===== src/rtl/fifo_ser_pkg.sv =====
// Shared types and constants for the FIFO frame serializer.
package fifo_ser_pkg;

    // Serializer FSM states.
    typedef enum logic [1:0] {
        IDLE  = 2'd0,
        REQ   = 2'd1,
        LATCH = 2'd2,
        SHIFT = 2'd3
    } ser_state_e;

    localparam int DEFAULT_CLKS_PER_BIT = 16;
    localparam int FRAME_W              = 11;

endpackage


===== src/rtl/baud_tick_gen.sv =====
// Bit-period timer: raises tick on the last cycle of every CLKS_PER_BIT-cycle
// period while enabled; a synchronous clear restarts the period.
module baud_tick_gen
    import fifo_ser_pkg::*;
#(
    parameter int CLKS_PER_BIT = DEFAULT_CLKS_PER_BIT
) (
    input  logic rd_clk,
    input  logic rst,
    input  logic clr,
    input  logic en,
    output logic tick
);

    localparam int                 CNT_W    = (CLKS_PER_BIT > 1) ? $clog2(CLKS_PER_BIT) : 1;
    localparam logic [CNT_W-1:0]   LAST_CNT = CNT_W'(CLKS_PER_BIT - 1);

    logic [CNT_W-1:0] cnt_q;
    logic [CNT_W-1:0] cnt_d;

    assign tick = en && (cnt_q == LAST_CNT);

    // Next count: clear wins, otherwise wrap at the end of each bit period.
    always_comb begin
        cnt_d = cnt_q;
        if (clr) begin
            cnt_d = '0;
        end else if (en) begin
            cnt_d = (cnt_q == LAST_CNT) ? '0 : cnt_q + 1'b1;
        end
    end

    // Counter register.
    always_ff @(posedge rd_clk or posedge rst) begin
        if (rst) begin
            cnt_q <= '0;
        end else begin
            cnt_q <= cnt_d;
        end
    end

endmodule


===== src/rtl/fifo_frame_serializer.sv =====
// Pops words from the read side of a FIFO and shifts each one out LSB-first
// on tx, holding every bit for CLKS_PER_BIT rd_clk cycles.
module fifo_frame_serializer
    import fifo_ser_pkg::*;
#(
    parameter int   DATA_W       = FRAME_W,
    parameter int   CLKS_PER_BIT = DEFAULT_CLKS_PER_BIT,
    parameter logic IDLE_LEVEL   = 1'b1,
    parameter int   CNT_W        = 16
) (
    input  logic              rd_clk,
    input  logic              rst,
    input  logic              tx_en,
    input  logic              fifo_empty,
    input  logic [DATA_W-1:0] fifo_data,
    output logic              fifo_rd,
    output logic              tx,
    output logic              busy,
    output logic              frame_done,
    output logic [CNT_W-1:0]  frames_sent
);

    localparam int               IDX_W    = (DATA_W > 1) ? $clog2(DATA_W) : 1;
    localparam logic [IDX_W-1:0] LAST_IDX = IDX_W'(DATA_W - 1);

    ser_state_e        state_q, state_d;
    logic              fifo_rd_q, fifo_rd_d;
    logic              tx_q, tx_d;
    logic              frame_done_q, frame_done_d;
    logic [CNT_W-1:0]  frames_q, frames_d;
    logic [IDX_W-1:0]  bit_idx_q, bit_idx_d;
    logic [DATA_W-1:0] shreg_q, shreg_d;
    logic              baud_clr;
    logic              baud_en;
    logic              baud_tick;

    baud_tick_gen #(
        .CLKS_PER_BIT (CLKS_PER_BIT)
    ) u_baud (
        .rd_clk (rd_clk),
        .rst    (rst),
        .clr    (baud_clr),
        .en     (baud_en),
        .tick   (baud_tick)
    );

    // Next-state, pop strobe and serial-bit selection.
    always_comb begin
        state_d      = state_q;
        fifo_rd_d    = 1'b0;
        tx_d         = tx_q;
        frame_done_d = 1'b0;
        frames_d     = frames_q;
        bit_idx_d    = bit_idx_q;
        shreg_d      = shreg_q;
        baud_clr     = 1'b0;
        baud_en      = 1'b0;
        case (state_q)
            IDLE: begin
                tx_d = IDLE_LEVEL;
                if (tx_en && !fifo_empty) begin
                    state_d   = REQ;
                    fifo_rd_d = 1'b1;
                end
            end
            REQ: begin
                // The pop is in flight; data appears during LATCH.
                tx_d    = IDLE_LEVEL;
                state_d = LATCH;
            end
            LATCH: begin
                shreg_d   = fifo_data;
                tx_d      = fifo_data[0];
                bit_idx_d = '0;
                baud_clr  = 1'b1;
                state_d   = SHIFT;
            end
            SHIFT: begin
                baud_en = 1'b1;
                if (baud_tick) begin
                    if (bit_idx_q != LAST_IDX) begin
                        bit_idx_d = bit_idx_q + 1'b1;
                        shreg_d   = shreg_q >> 1;
                        tx_d      = shreg_q[1];
                    end else begin
                        // Last bit period ends: chain straight into the next pop if allowed.
                        tx_d         = IDLE_LEVEL;
                        frame_done_d = 1'b1;
                        frames_d     = frames_q + 1'b1;
                        bit_idx_d    = '0;
                        if (tx_en && !fifo_empty) begin
                            state_d   = REQ;
                            fifo_rd_d = 1'b1;
                        end else begin
                            state_d = IDLE;
                        end
                    end
                end
            end
            default: state_d = IDLE;
        endcase
    end

    // Control and output registers; reset abandons any frame in progress.
    always_ff @(posedge rd_clk or posedge rst) begin
        if (rst) begin
            state_q      <= IDLE;
            fifo_rd_q    <= 1'b0;
            tx_q         <= IDLE_LEVEL;
            frame_done_q <= 1'b0;
            frames_q     <= '0;
            bit_idx_q    <= '0;
        end else begin
            state_q      <= state_d;
            fifo_rd_q    <= fifo_rd_d;
            tx_q         <= tx_d;
            frame_done_q <= frame_done_d;
            frames_q     <= frames_d;
            bit_idx_q    <= bit_idx_d;
        end
    end

    // Shift register holds data only; it is always reloaded in LATCH before use.
    always_ff @(posedge rd_clk) begin
        shreg_q <= shreg_d;
    end

    assign fifo_rd     = fifo_rd_q;
    assign tx          = tx_q;
    assign frame_done  = frame_done_q;
    assign frames_sent = frames_q;
    assign busy        = (state_q != IDLE);

endmodule


===== config.mk =====
export PLATFORM = sky130hd
export DESIGN_NAME = fifo_frame_serializer
export DESIGN_NICKNAME = d
export VERILOG_FILES = /design/src/rtl/fifo_ser_pkg.sv /design/src/rtl/baud_tick_gen.sv /design/src/rtl/fifo_frame_serializer.sv
export SDC_FILE = /design/constraint.sdc
export NUM_CORES = 1
export LEC_CHECK = 0
export BUFFER_PORTS_ARGS = -buffer_cell sky130_fd_sc_hd__buf_2
export CAP_MARGIN = 20
export CORE_MARGIN = 5
export CORE_UTILIZATION = 25
export DETAILED_ROUTE_END_ITERATION = 12
export PLACE_DENSITY = 0.5
export SYNTH_ARGS = -nofsm -noshare
export SYNTH_HDL_FRONTEND = slang
export SYNTH_SLANG_ARGS = --single-unit

===== constraint.sdc =====
create_clock -name rd_clk -period 2.2 [get_ports rd_clk]
set_input_delay 0.22 -clock rd_clk [delete_from_list [all_inputs] [get_ports rd_clk]]
set_output_delay 0.22 -clock rd_clk [all_outputs]
set_load 0.02 [all_outputs]

==> flow_summary.ini <==
[drt]
wl_um = 3645
vias_per_cell = 4.266
wire_per_inst_um = 12.27
drtIter0Drc = 41
drcViolationCount = 0
vias = 1267
first_pass_iters = 4
antenna_left = 0

[timing]
setup_viol = 0
final-hold-violation-count = 6
min_period_over_period_pct = 80.39
fmax_mhz = 565.4
timing.final.ws_setup_ns = 0.4315
report.final.slew_viol_count = 0
setup_tns_ns = 0
tightest_slew_ns = 0.3819
rsz0062_at_grt = no
fin_crit_ns = 1.769
holdWs_ns = -0.003970
skew_ns = 0.006657
relSlewSlack_pct = 74.54

[setup_path]
crit_buf_inv = 2
crit_slowest_cell = dfrtp_1
cp_data_required_time_ns = 2.19
worstSetupStartpointType = register
crit_path_max_incr_delay_ns = 0.38
crit_type = reg2reg
r2r_setup_slack_ns = 0.43
rr_worst_depth = 6
worstPathCellList = inv_1, ha_1, nor2_1, a21o_1, a21oi_1, buf_4
cp_max_fo = 10
crit_family = flip-flops
critPathCaptureType = register
reg2reg_to = shreg_q[5]
cp.arrival_ns = 1.76
r2r_start = state_q[0]

[clock_network]
root_buffer = clkbuf_8
numCtsBuffers = 5
h-tree-depth = 2
clk_latency_ns = 0.29
tritoncts = yes
postCtsSetupRepairBufs = 0
cts_sinks = 39
ctsResizeCount = 0
cts.clk_slew.worst_paths_ns = 0.08
clockBufferDepth = 2
postCtsHoldBufs = 0

[synth]
synth.most_common_cell = dfrtp_1
syn_inst = 154
synth_top_area_share_pct = 37.31
synth_area_per_cell_um2 = 12.20
async_flop_share_pct = 74.36
synthFlopType = dfrtp_1
netlist_area_mm2 = 0.001878
yosysTopAreaCell = dfrtp_1
synth_area_leaders = dfrtp_1 37%, edfxtp_1 16%, mux2_2 7.2%
synth_cell_types = 35
ys_ff_latch = 39
yosysSeqAreaShare_pct = 54.70
netlist_top_cells_count = 28 x dfrtp_1, 14 x nand2_1, 13 x xnor2_1, 12 x mux2_2, 10 x edfxtp_1
synth_nets = 177
yosys_warnings = 0
synth_edf_count = 10

[final_layout]
nets = 220
utilization_pct = 31.14
drive_above_1_share_pct = 30.81
antenna_cells = 0
multi_input_comb_area_um2 = 808.3
synthToLayoutAreaGrowth_pct = 20.92
regArea_mm2 = 0.001027
nFillCells = 790

[global_route]
grt_pass1_wl_um = 6182
grt_overflow_total = 0
grt_max_degree = 30
grt_pass1_vias = 1318
antenna_found_initial = 0
grt_usage_pct = 8.106

[placement]
gp_congestion = 0.7482
pre_cts_ws_ns = 0.4527
place.detailed.hpwl_um = 2620
io_buffers = 34

[power_and_ir_drop]
p_total_uw = 1231
power_density_mw_per_mm2 = 542.1
p_leak_uw = 0.001086
peakVddDrop_v = 0.0001761

[die]
die-area_mm2 = 0.009345
ios = 35
initial_core_util_pct = 25.75
coreArea_mm2 = 0.007292
die_y_um = 96.67
die_x_um = 96.67
row_count = 31

[job]
drv_cap = 0

[status]
status = complete, but fails checks
violations = negative hold slack

[worst_hold_path]
hold_path.class = in2async
==> report_power, final <==
| group | switching, uW | internal, uW |
|---|---|---|
| registers | 0 | 739 |
| clock network | 242 | 223 |
| logic | 15.4 | 12.0 |
==> cells by family (layout without fill, tap and decap cells) <==
| group | count (synthesis) | count (layout) | share of synthesized area [%] |
|---|---|---|---|
| adder cells (fa/ha/maj) | 8 | 8 | 5.330 |
| flip-flops | 39 | 39 | 54.70 |
| buffers and inverters | 10 | 54 | 2.265 |
| AND/OR/NAND/NOR | 51 | 51 | 16.46 |
| XOR/XNOR | 16 | 16 | 7.462 |
| multiplexers | 13 | 13 | 7.728 |
| AO/OA/AOI/OAI | 17 | 17 | 6.063 |
==> worst reg2reg max path, delay by kind of cell (launching register included) <==
kind                     cells  cell delay [ns]
AO/OA/AOI/OAI                2             0.35
adder cells (fa/ha/maj)      1             0.31
buffers and inverters        2             0.34
flip-flops                   1             0.38
AND/OR/NAND/NOR              1             0.09
==> through the flow <==
| step | std cells | cell area (um2) |
|---|---|---|
| 2_1_floorplan | 154 | 1878 |
| 3_3_place_gp | 289 | 2190 |
| 3_5_place_dp | 289 | 2190 |
| 4_1_cts | 297 | 2271 |
| 5_1_grt | 297 | 2271 |
| 6_report | 297 | 2271 |
==> worst max path at each step <==
stage               startpoint     endpoint  slack [ns]  depth (start not counted)
finish              state_q[0]   shreg_q[5]        0.43                          6
global route        state_q[0]   shreg_q[5]        0.32                          6
CTS                 state_q[1]   shreg_q[6]        0.44                          5
detailed placement  state_q[1]   shreg_q[6]        0.45                          5
global placement    state_q[0]   shreg_q[7]        0.45                          6
floorplan           state_q[1]  shreg_q[10]        0.26                          4
==> flip-flops by register name, summed over array words and instances, names as in the netlist <==
register / cells
shreg_q: 10
bit_idx_q: 4
u_baud.cnt_q: 4
state_q: 2
frame_done: 1
frames_sent: 16
tx: 1
fifo_rd: 1
==> layout make-up <==
type	instances	area share (%)
clock buffers	7	3.361
flip-flops and latches	39	45.23
multi-input cells	105	35.59
inverters	8	1.322
well taps	99	5.455
repair buffers	38	8.815
clock inverters	1	0.2204
==> layer usage <==
metal	up-vias	wire [um]	track usage (%)
met5	-	0	0
met4	0	71	4.212
met3	6	202	3.022
met2	23	1686	13.11
met1	608	1684	9.327
li1	630	-	-
==> cell usage in the layout (no fill, tap or decap), types with 2 or more instances in the layout <==
cell,count
nor3b_1,2
nor2_1,8
xnor2_1,13
xor2_1,3
clkbuf_8,5
a21o_1,2
buf_2,34
a22o_1,2
and3_1,5
mux2_2,12
inv_1,8
edfxtp_1,10
o21ai_0,4
dfrtp_1,28
nor3_4,2
a21oi_1,4
nand2b_1,2
nand2_1,14
nand4_1,5
clkbuf_1,2
ha_1,8
nand3_1,6
buf_4,4
Power figures use the tool's default switching activity.
